===== config.mk =====
export PLATFORM = sky130hd
export DESIGN_NAME = dmem_port_arbiter
export DESIGN_NICKNAME = d
export VERILOG_FILES = /design/src/rtl/arb_pkg.sv /design/src/rtl/arb_wait_counter.sv /design/src/rtl/dmem_port_arbiter.sv
export SDC_FILE = /design/constraint.sdc
export NUM_CORES = 1
export LEC_CHECK = 0
export BUFFER_PORTS_ARGS = -buffer_cell sky130_fd_sc_hd__buf_2
export CORE_ASPECT_RATIO = 0.6
export CORE_MARGIN = 3
export CORE_UTILIZATION = 40
export CTS_BUF_LIST = sky130_fd_sc_hd__clkbuf_4 sky130_fd_sc_hd__clkbuf_8
export DETAILED_ROUTE_END_ITERATION = 10
export PLACE_DENSITY = 0.95
export SETUP_SLACK_MARGIN = 0.4
export SYNTH_ARGS = -nofsm -noshare
export SYNTH_HDL_FRONTEND = slang
export SYNTH_SLANG_ARGS = --single-unit
export TNS_END_PERCENT = 5

===== constraint.sdc =====
create_clock -name clk -period 2.2 [get_ports clk]
set_input_delay 0 -clock clk [delete_from_list [all_inputs] [get_ports clk]]
set_output_delay 0 -clock clk [all_outputs]
set_load 0.1 [all_outputs]

===== src/rtl/arb_pkg.sv =====
// Shared definitions for the DMEM port-B arbiter.
//   arb_state_t  : arbitration FSM states (CPU priority / forced loader slot)
//   rd_owner_t   : which requester owns the read data arriving next cycle
//   MAX_WAIT_DEFAULT : default number of consecutive loader-denied cycles
//                      before a forced loader slot
package arb_pkg;

  typedef enum logic {
    ARB_CPU   = 1'b0,
    ARB_FORCE = 1'b1
  } arb_state_t;

  typedef enum logic [1:0] {
    OWN_NONE = 2'd0,
    OWN_CPU  = 2'd1,
    OWN_EXT  = 2'd2
  } rd_owner_t;

  localparam int MAX_WAIT_DEFAULT = 8;

endpackage


===== src/rtl/arb_wait_counter.sv =====
// Saturating loader-starvation counter.
// Ports:
//   clk, rst_n : clock, asynchronous active-low reset
//   clr        : clear counter to 0 (has priority over inc)
//   inc        : count one more loader-denied cycle (saturates at MAX_WAIT)
//   hit        : this cycle's increment brings the count to MAX_WAIT, so the
//                next cycle must be a forced loader slot
module arb_wait_counter #(
  parameter int MAX_WAIT = 8
) (
  input  logic clk,
  input  logic rst_n,
  input  logic clr,
  input  logic inc,
  output logic hit
);

  localparam int CNT_W = (MAX_WAIT < 2) ? 1 : $clog2(MAX_WAIT + 1);
  localparam logic [CNT_W-1:0] MAX_V  = CNT_W'(MAX_WAIT);
  localparam logic [CNT_W-1:0] LAST_V = CNT_W'(MAX_WAIT - 1);

  logic [CNT_W-1:0] cnt_reg;

  // Look ahead one increment so the FSM enters the forced slot right after
  // the MAX_WAIT-th denied cycle rather than one cycle later.
  assign hit = inc && !clr && (cnt_reg >= LAST_V);

  always_ff @(posedge clk or negedge rst_n) begin
    if (!rst_n) begin
      cnt_reg <= '0;
    end else if (clr) begin
      cnt_reg <= '0;
    end else if (inc && (cnt_reg != MAX_V)) begin
      cnt_reg <= cnt_reg + CNT_W'(1);
    end
  end

endmodule


===== src/rtl/dmem_port_arbiter.sv =====
// DMEM BRAM port-B arbiter between the pipeline MEM stage (priority) and an
// external loader/debug master. After MAX_WAIT consecutive cycles in which
// the loader is denied, one loader slot is forced and the CPU is stalled.
// Read data (1-cycle BRAM latency) is steered back to the issuing side.
// Ports:
//   clk, rst_n                         clock, asynchronous active-low reset
//   cpu_req/cpu_we/cpu_addr/cpu_wdata  MEM-stage access
//   cpu_stall, cpu_rvalid              CPU hold request, CPU read data valid (data = dob)
//   ext_valid/ext_we/ext_addr/ext_wdata, ext_ready   loader valid/ready request
//   ext_rvalid, ext_rdata              loader read response (registered dob)
//   web/addrb/dib, dob                 BRAM port B
// Optional build macro DMEM_ARB_PERF_EN adds perf_cpu_stalls, perf_ext_grants
// and perf_forced wrapping event counters.
module dmem_port_arbiter
  import arb_pkg::*;
#(
  parameter int ADDR_W   = 13,
  parameter int DATA_W   = 32,
  parameter int MAX_WAIT = MAX_WAIT_DEFAULT
) (
  input  logic                  clk,
  input  logic                  rst_n,
  input  logic                  cpu_req,
  input  logic [DATA_W/8-1:0]   cpu_we,
  input  logic [ADDR_W-1:0]     cpu_addr,
  input  logic [DATA_W-1:0]     cpu_wdata,
  output logic                  cpu_stall,
  output logic                  cpu_rvalid,
  input  logic                  ext_valid,
  output logic                  ext_ready,
  input  logic [DATA_W/8-1:0]   ext_we,
  input  logic [ADDR_W-1:0]     ext_addr,
  input  logic [DATA_W-1:0]     ext_wdata,
  output logic                  ext_rvalid,
  output logic [DATA_W-1:0]     ext_rdata,
  output logic [DATA_W/8-1:0]   web,
  output logic [ADDR_W-1:0]     addrb,
  output logic [DATA_W-1:0]     dib,
  input  logic [DATA_W-1:0]     dob
`ifdef DMEM_ARB_PERF_EN
  ,
  output logic [31:0]           perf_cpu_stalls,
  output logic [31:0]           perf_ext_grants,
  output logic [31:0]           perf_forced
`endif
);

  arb_state_t state_reg;
  rd_owner_t  rd_owner_reg;
  logic       ext_rvalid_reg;
  logic [DATA_W-1:0] ext_rdata_reg;

  logic cpu_grant;
  logic ext_grant;
  logic wait_inc;
  logic wait_hit;

  // Grants are gated by rst_n so nothing reaches the BRAM while reset is held.
  // In a forced slot whose loader request vanished, the CPU is served
  // normally: cpu_stall stays low, so the MEM-stage access must go through.
  always_comb begin
    cpu_grant = 1'b0;
    ext_grant = 1'b0;
    cpu_stall = 1'b0;
    if (rst_n) begin
      if (state_reg == ARB_FORCE) begin
        if (ext_valid) begin
          ext_grant = 1'b1;
          cpu_stall = cpu_req;
        end else begin
          cpu_grant = cpu_req;
        end
      end else if (cpu_req) begin
        cpu_grant = 1'b1;
      end else begin
        ext_grant = ext_valid;
      end
    end
  end

  assign ext_ready = ext_grant;

  assign web   = cpu_grant ? cpu_we    : (ext_grant ? ext_we : '0);
  assign addrb = ext_grant ? ext_addr  : cpu_addr;
  assign dib   = ext_grant ? ext_wdata : cpu_wdata;

  // Only a loader denied by a CPU access counts; any other cycle breaks the
  // run of consecutive denials and clears the counter.
  assign wait_inc = (state_reg == ARB_CPU) && cpu_grant && ext_valid;

  arb_wait_counter #(
    .MAX_WAIT (MAX_WAIT)
  ) u_wait_counter (
    .clk   (clk),
    .rst_n (rst_n),
    .clr   (!wait_inc),
    .inc   (wait_inc),
    .hit   (wait_hit)
  );

  always_ff @(posedge clk or negedge rst_n) begin
    if (!rst_n) begin
      state_reg      <= ARB_CPU;
      rd_owner_reg   <= OWN_NONE;
      ext_rvalid_reg <= 1'b0;
      ext_rdata_reg  <= '0;
    end else begin
      case (state_reg)
        ARB_CPU:   state_reg <= wait_hit ? ARB_FORCE : ARB_CPU;
        ARB_FORCE: state_reg <= ARB_CPU;
        default:   state_reg <= ARB_CPU;
      endcase

      if (cpu_grant && (cpu_we == '0)) begin
        rd_owner_reg <= OWN_CPU;
      end else if (ext_grant && (ext_we == '0)) begin
        rd_owner_reg <= OWN_EXT;
      end else begin
        rd_owner_reg <= OWN_NONE;
      end

      // Loader data is captured from dob one cycle after the grant and
      // presented together with ext_rvalid on the following cycle.
      ext_rvalid_reg <= (rd_owner_reg == OWN_EXT);
      if (rd_owner_reg == OWN_EXT) begin
        ext_rdata_reg <= dob;
      end
    end
  end

  assign cpu_rvalid = (rd_owner_reg == OWN_CPU);
  assign ext_rvalid = ext_rvalid_reg;
  assign ext_rdata  = ext_rdata_reg;

`ifdef DMEM_ARB_PERF_EN
  always_ff @(posedge clk or negedge rst_n) begin
    if (!rst_n) begin
      perf_cpu_stalls <= '0;
      perf_ext_grants <= '0;
      perf_forced     <= '0;
    end else begin
      if (cpu_stall) perf_cpu_stalls <= perf_cpu_stalls + 32'd1;
      if (ext_grant) perf_ext_grants <= perf_ext_grants + 32'd1;
      if ((state_reg == ARB_CPU) && wait_hit) perf_forced <= perf_forced + 32'd1;
    end
  end
`endif

endmodule


==> key figures, run 1 <==
Status
  – Status: finished clean

Synthesis
  – Synth Area in Compound Gates: 2.48%
  – Syn Inst Count: 161
  – Post-synthesis adder-cell area fraction: 1.13%
  – Cell Area, Synth: 2220 um2
  – Post-Synth XOR/XNOR Area: 0.790%
  – Post-synthesis simple-gate area fraction: 5.13%
  – Syn avg cell area: 13.8 um2
  – #FFs+latches synth: 40
  – Fraction of synthesized area in multiplexers: 40.7%
  – Net count after synthesis: 297
  – Largest family of logic cells by synthesized area: multiplexers
  – Distinct cells, synth: 24
  – Sequential area share after synthesis: 45.1%
  – Syn. warnings: 0

Route
  – Initial DRC count: 129
  – Routed vias: 2576
  – Drt total wl: 11.7 mm
  – Highest metal used: met4
  – Met2 wire len: 6.41 mm
  – Wirelength per Cell: 23.8 um
  – # DRC: 0
  – DRT met1 WL: 3.95 mm
  – Final ANT Viol Nets: 0
  – WL met3: 932 um
  – Drt first pass iters: 4
  – Via density per instance: 5.24

STA
  – RSZ-0062 raised after global routing: yes
  – Crit share post-route: 81.8%
  – Minimum clock period: 1.80 ns
  – Relative slew margins: 66.0%
  – Worst hold margin: 0.0340 ns
  – # setup viols final: 0
  – Slew @ Worst Pin: 0.510 ns
  – TNS Setup: 0 ns
  – Worst Skew: 0.0115 ns
  – Pins Over Slew Limit: 0
  – Hold Vio Cnt, Final: 0
  – Max Freq: 0.555 GHz

Critical path
  – CP Cell Sequence: nor2b_4 > nor2_4 > buf_12 > buf_4 > mux2_2 > buf_12
  – Required @ worst endpoint: 2.20 ns
  – Slowest CP cell: dfrtp_1
  – Crit path buf inv count: 3
  – WP data arrival: 1.80 ns
  – CP most frequent cell: buf_12
  – Cell family with most CP delay: buffers and inverters
  – Max FO, Critical Path: 6
  – Crit-path max cell delay: 0.41 ns
  – Crit path kind: reg -> out
  – CP endpoint kind: output port
  – Type of origin of the critical path: flip-flop

Die
  – Row cnt: 20
  – Die footprint: 6500 um2
  – Total I/O pin count: 219
  – CORE AREA: 5200 um2
  – Starting Density: 42.6%
  – Die H: 63.7 um
  – Die X: 102 um

Worst hold path
  – HP Class: in -> reg

Final layout
  – Synthesis-to-layout area growth: 110%
  – Post-route cell area: 4670 um2
  – Layout cells sized above 1: 75.8%
  – Fillers: 223
  – Max reg flops: 32
  – Layout Cells excl Fill: 492
  – Nets: 561

CTS
  – Clock buffer count from CTS: 5
  – Clock transition at the registers of the reported paths: 0.09 ns
  – Max H-tree Level: 2
  – Clock Latency Late Sink: 0.31 ns
  – Post_cts resized: 0
  – Num Clock Sinks: 40
  – CTS tree: yes
  – Root buf cell: clkbuf_8
  – Clk buf depth: 2

Placement
  – Cells after DPL: 440
  – IO buf count: 218
  – Post-DP HPWL: 7.20 mm
  – Area after DPL: 4100 um2
  – GP Congestion: 0.795

Power and ir drop
  – Leak: 2.41 nW
  – Internal Power: 1.59 mW
  – Sequential share of power: 26.5%
  – NetSw: 1.65 mW
  – Combinational power share: 58.5%
  – VDD IR max: 0.490 mV
  – Power density cells: 695 nW/um2
  – Switching share of power: 50.8%
  – Clk pwr share: 14.9%

GRT
  – GRT Residual Overflow: 0
  – Largest net degree at the start of global routing: 41
  – GRT Resource Usage Total: 33.8%
  – Vias in the first global route: 2874
  – Antenna violations before repair: 1
  – First-pass GRT wire length: 16.1 mm

Job
  – Max cap viols: 0
## power groups by stage
stage	registers (mW)	logic (mW)	clock network, mW
2_1_floorplan	1.43	0.662	0
3_3_place_gp	0.857	1.78	0
3_5_place_dp	0.866	1.80	0
4_1_cts	0.851	1.86	0.475
5_1_grt	0.867	1.94	0.520
6_report	0.860	1.90	0.484
## final cells by class
type | count | area, um2 | area share [%]
flip-flops and latches | 40 | 1000 | 21.5
clock buffers | 5 | 68.8 | 1.47
repair buffers | 266 | 2370 | 50.9
well taps | 66 | 82.6 | 1.77
diodes | 1 | 2.50 | 0.0536
inverters | 2 | 7.51 | 0.161
clock inverters | 2 | 12.5 | 0.268
multi-input cells | 110 | 1120 | 23.9
## worst register-to-register path: cells and delay by family (launching register included)
family	cells	cell delay (ns)
xor+xnor	1	0.31
fa+ha+maj	1	0.19
buf+inv	1	0.09
flops	1	0.47
simple gates	2	0.25
## cell usage in the layout (no fill, tap or decap)
cell             n
buf_4            7
clkbuf_16        2
a22o_2           4
diode_2          1
buf_2          168
nor2b_4          1
nor2b_2          1
ha_1             2
xnor2_1          1
nor2_4           1
nand2_1          3
mux2_2          73
and2_1           1
nor2_1           6
or4_1            1
xor2_1           1
nand3b_1         1
nor2b_1          1
mux2i_1          2
buf_12          54
clkinvlp_4       1
inv_1            2
nor4_1           1
dfrtp_1         40
clkbuf_8         5
nand3_1          2
clkinv_2         1
dlygate4sd3_1   35
a21oi_1          3
nor3_1           1
mux2_4           4
## synthesized netlist by cell type
| cell type | instances | area share [%] |
|---|---|---|
| a21oi_1 | 3 | 0.68 |
| a22o_2 | 4 | 1.8 |
| and2_1 | 1 | 0.28 |
| buf_2 | 1 | 0.23 |
| buf_4 | 3 | 1.0 |
| clkbuf_8 | 5 | 3.1 |
| dfrtp_1 | 40 | 45 |
| ha_1 | 2 | 1.1 |
| inv_1 | 2 | 0.34 |
| mux2_2 | 73 | 37 |
| mux2_4 | 4 | 2.7 |
| mux2i_1 | 2 | 0.90 |
| nand2_1 | 3 | 0.51 |
| nand3_1 | 2 | 0.45 |
| nand3b_1 | 1 | 0.34 |
| nor2_1 | 6 | 1.0 |
| nor2_4 | 1 | 0.51 |
| nor2b_1 | 2 | 0.56 |
| nor2b_4 | 1 | 0.62 |
| nor3_1 | 1 | 0.23 |
| nor4_1 | 1 | 0.28 |
| or4_1 | 1 | 0.34 |
| xnor2_1 | 1 | 0.39 |
| xor2_1 | 1 | 0.39 |
## worst paths after layout
| kind | from | endpoint | slack (ns) | cells past startpoint |
|---|---|---|---|---|
| worst max-delay path | state_reg$_DFF_PN0_ | dib[27] | 0.40 | 6 |
| worst min-delay path | cpu_we[1] | rd_owner_reg[0]$_DFF_PN0_ | 0.03 | 3 |
| worst max register to register | u_wait_counter.cnt_reg[0]$_DFFE_PN0P_ | u_wait_counter.cnt_reg[0]$_DFFE_PN0P_ | 0.77 | 5 |
| worst min register to register | ext_rdata[14]$_DFFE_PN0P_ | ext_rdata[14]$_DFFE_PN0P_ | 0.51 | 1 |
| max in group asynchronous | rst_n | ext_rdata[13]$_DFFE_PN0P_ | 1.64 | 4 |
| min in group asynchronous | rst_n | u_wait_counter.cnt_reg[2]$_DFFE_PN0P_ | 0.35 | 4 |
## layer usage
metal | up-vias | global-route usage, %
li1 | 1110 | -
met1 | 1237 | 34.7
met2 | 187 | 64.3
met3 | 42 | 8.74
met4 | 0 | 13.4
met5 | - | 0
## metrics by stage
step                util, %  power (mW)  worst slack (ns)
floorplan                 -        2.10             0.498
global placement       78.8        2.63             0.612
detailed placement     78.8        2.67             0.532
CTS                    87.8        3.18             0.444
global route           89.6        3.32             0.368
finish                 89.6        3.24             0.400
## timing repair
action / in CTS / in global routing
hold buffers: 36 / 0
endpoints found under the setup margin: 40 / 40
pin swaps: 1 / 1
buffers inserted: 2 / 4
endpoints found under the hold margin: 73 / 0
gates cloned: 0 / 2
## logic make-up (layout without fill, tap and decap cells)
kind of cell | count (synthesis) | after routing
adders and majority gates | 2 | 2
and+or+nand+nor | 20 | 20
other | 0 | 1
DFF | 40 | 40
muxes | 79 | 79
xor gates and xnor gates | 2 | 2
AOI/OAI and AO/OA | 7 | 7
buffers and inverters | 11 | 275
No activity file was read; power rests on OpenSTA's default activity.
==> inputs of run 2 (changes only) <==
ABC_AREA = 1   (was unset)
CORE_UTILIZATION = 38   (was 40)
PLACE_DENSITY = 0.92   (was 0.95)
clock period = 1.75 ns   (was 2.2 ns; I/O delays follow)
==> key figures, run 2 <==
Final layout
  – Fillers: 276 (+24%)
  – Layout cells sized above 1: 42.9% (-33 points)
  – Most frequent cells in the layout: nand2_1, buf_2, buf_12
  – Layout Cells excl Fill: 695 (+41%)
  – Ant diodes: 0 (-1)
  – Most common cell after layout, fill and taps aside: nand2_1
  – Max reg flops: 32 (unchanged)
  – Synthesis-to-layout area growth: 115%
  – Nets: 750 (+34%)
  – Layout Utilization: 87.1% (-2.5 points)

CTS
  – Max H-tree Level: 2 (unchanged)
  – Clock buffer count from CTS: 5 (unchanged)
  – Clock Latency Late Sink: 0.29 ns (-0.02 ns)
  – Clk buf depth: 2 (unchanged)
  – Clock transition at the registers of the reported paths: 0.08 ns (about the same)
  – CTS tree: yes
  – Num Clock Sinks: 40 (unchanged)
  – Root buf cell: clkbuf_8

Route
  – Drt first pass iters: 9 (+5)
  – Routed vias: 3604 (+40%)
  – Final ANT Viol Nets: 0 (unchanged)
  – Drt total wl: 13.2 mm (+12%)
  – # DRC: 0 (unchanged)
  – Via density per instance: 5.19 (-0.96%)
  – Wirelength per Cell: 19.0 um (-20%)
  – Initial DRC count: 409 (+220%)

STA
  – Slew @ Worst Pin: 0.618 ns (+0.108 ns)
  – Crit share post-route: 89.3%
  – RSZ-0062 raised after global routing: yes
  – Minimum clock period: 1.56 ns
  – # setup viols final: 0 (unchanged)
  – Worst Skew: 0.00543 ns (-0.00602 ns)
  – Pins Over Slew Limit: 0 (unchanged)
  – TNS Setup: 0 ns (unchanged)
  – Relative slew margins: 58.8% (-7.3 points)
  – Hold Vio Cnt, Final: 0 (unchanged)
  – Max Freq: 0.640 GHz
  – Fin worst setup slack: 0.187 ns (-0.213 ns)

Die
  – Die H: 66.5 um (+4.5%)
  – CORE AREA: 5730 um2 (+10%)
  – Die X: 107 um (+4.6%)
  – Die footprint: 7110 um2 (+9.3%)
  – Starting Density: 40.5% (-2.1 points)
  – Total I/O pin count: 219 (unchanged)
  – Row cnt: 21 (+5.0%)

GRT
  – Met2 usage: 59.1% (-5.2 points)
  – Largest net degree at the start of global routing: 37 (-9.8%)
  – Vias in the first global route: 3443 (+20%)
  – First-pass GRT wire length: 17.9 mm (+11%)
  – Met1 GRT Util: 37.1% (+2.4 points)
  – Antenna violations before repair: 0 (-1)
  – GRT Residual Overflow: 0 (unchanged)
  – M3 GR Usage: 10.3% (+1.5 points)
  – GRT Resource Usage Total: 32.9% (-0.85 points)
  – Gr busiest metal: met2

Power and ir drop
  – Switching share of power: 54.1% (+3.3 points)
  – NetSw: 2.67 mW (+62%)
  – Leak: 2.70 nW (+12%)
  – Sequential share of power: 23.6% (-2.9 points)
  – Combinational power share: 60.3% (+1.8 points)
  – VDD IR max: 0.721 mV (+47%)
  – Clk pwr share: 16.1% (+1.2 points)
  – Internal Power: 2.26 mW (+42%)
  – Power density cells: 987 nW/um2 (+42%)

Job
  – Max cap viols: 0 (unchanged)

Synthesis
  – Sequential area share after synthesis: 43.1% (-2.0 points)
  – Async S/R FF share, synth: 100% (unchanged)
  – Top cell type's share of synthesized area: 43.1% (-2.0 points)
  – Largest cells by area after synthesis: dfrtp_1, nand2_1, buf_6, inv_1, nand3_1
  – Main flop type after synthesis: dfrtp_1
  – Distinct cells, synth: 20 (-17%)
  – Syn avg cell area: 6.70 um2 (-51%)
  – Cell Area, Synth: 2320 um2 (+4.6%)
  – Largest area contributor in the netlist: dfrtp_1
  – #FFs+latches synth: 40 (unchanged)
  – Count leader, synth: nand2_1
  – Syn. warnings: 0 (unchanged)
  – Post-synth EDFFs: 0 (unchanged)
  – Post-synth top cells: nand2_1, dfrtp_1, inv_1
  – Net count after synthesis: 482 (+62%)
  – Syn Inst Count: 346 (+110%)

Placement
  – Cells after DPL: 633 (+44%)
  – IO buf count: 218 (unchanged)
  – Post-DP HPWL: 7.36 mm (+2.3%)
  – GP Congestion: 0.773 (-2.8%)
  – Pre-CTS WS: 0.355 ns (-0.177 ns)

Worst hold path
  – Hold path depth: 4 (+1)
  – HP Class: in -> reg

Critical path
  – CP endpoint kind: output port
  – Required @ worst endpoint: 1.75 ns (-0.45 ns)
  – Max FO, Critical Path: 6 (unchanged)
  – Type of origin of the critical path: flip-flop
  – WP data arrival: 1.56 ns (-0.24 ns)
  – Length in cells of the worst reg-to-reg path: 6 (+1)
  – Crit path kind: reg -> out
  – R2R setup slack: 0.36 ns (-0.41 ns)

Status
  – Status: finished clean
[run 2: cell types whose count changed after synthesis, sizes merged, moves of 4 or more]
cell / previous run / this run
nand3: 2 / 8
a22o: 4 / 0
mux2: 77 / 0
nor2: 7 / 11
nand2: 3 / 248
buf: 4 / 13
inv: 2 / 13
[run 2: worst max-delay path: stages (launching register included)]
cell     delay, ns
dfrtp_1       0.44
nor2_4        0.08
buf_6         0.14
nor2_4        0.19
nand2_1       0.12
nand2_1       0.13
buf_12        0.18
[run 2: through the flow]
stage               power (mW)  cell area [um2]  hold WS (ns)
floorplan                 3.13             2340        -0.296
global placement          3.89             4210        -0.130
detailed placement        3.93             4210        -0.125
CTS                       4.83             4900        0.0157
global route              5.07             4990        0.0653
finish                    4.93             4990        0.0229
[run 2: kinds of logic (layout without fill, tap and decap cells)]
kind of cell	Yosys count	count (layout)	share of synthesized area, %
flip-flops	40	40	43.1
AND/OR/NAND/NOR	270	280	46.5
AO/OA/AOI/OAI	5	5	1.24
XOR/XNOR	1	1	0.378
buffers and inverters	28	287	7.66
adder cells (fa/ha/maj)	2	2	1.08
[run 2: path summary, 6_finish.rpt]
check | from | to
worst max-delay path | state_reg$_DFF_PN0_ | dib[18]
worst min register to register | ext_rdata[8]$_DFFE_PN0P_ | ext_rdata[8]$_DFFE_PN0P_
max in group asynchronous | rst_n | ext_rdata[10]$_DFFE_PN0P_
worst max register to register | rd_owner_reg[0]$_DFF_PN0_ | ext_rdata[15]$_DFFE_PN0P_
min in group asynchronous | rst_n | ext_rdata[2]$_DFFE_PN0P_
worst min-delay path | cpu_we[3] | rd_owner_reg[0]$_DFF_PN0_
[run 2: area by class of cell]
cell class / instances / area (um2) / share of cell area, %
Clock inverter: 2 / 38.8 / 0.778
Timing Repair Buffer: 266 / 2350 / 47.2
Multi-Input combinational cell: 288 / 1360 / 27.3
Clock buffer: 6 / 82.6 / 1.66
Inverter: 13 / 48.8 / 0.978
Sequential cell: 40 / 1000 / 20.1
Tap cell: 80 / 100 / 2.01
[run 2: routing by layer]
layer / up-vias / part of all wire (%)
met1: 1643 / 33
met3: 89 / 12
met4: 0 / 4.8
li1: 1584 / -
met2: 288 / 50
met5: - / 0
[run 2: power by group through the flow]
stage          Sequential, mW  Clock [mW]  Combinational (mW)
2_1_floorplan            2.24           0               0.891
3_3_place_gp             1.15           0                2.73
3_5_place_dp             1.16           0                2.76
4_1_cts                  1.15       0.798                2.88
5_1_grt                  1.18       0.846                3.04
6_report                 1.16       0.792                2.97
[run 2: repair_timing]
action                     4_1_cts  5_1_grt
hold endpoints to repair        74        0
setup endpoints to repair       51       71
pin swaps                        7        6
cloned                           8        3
hold buffers                    40        0
setup buffers                    3        0
resized for setup               11       11
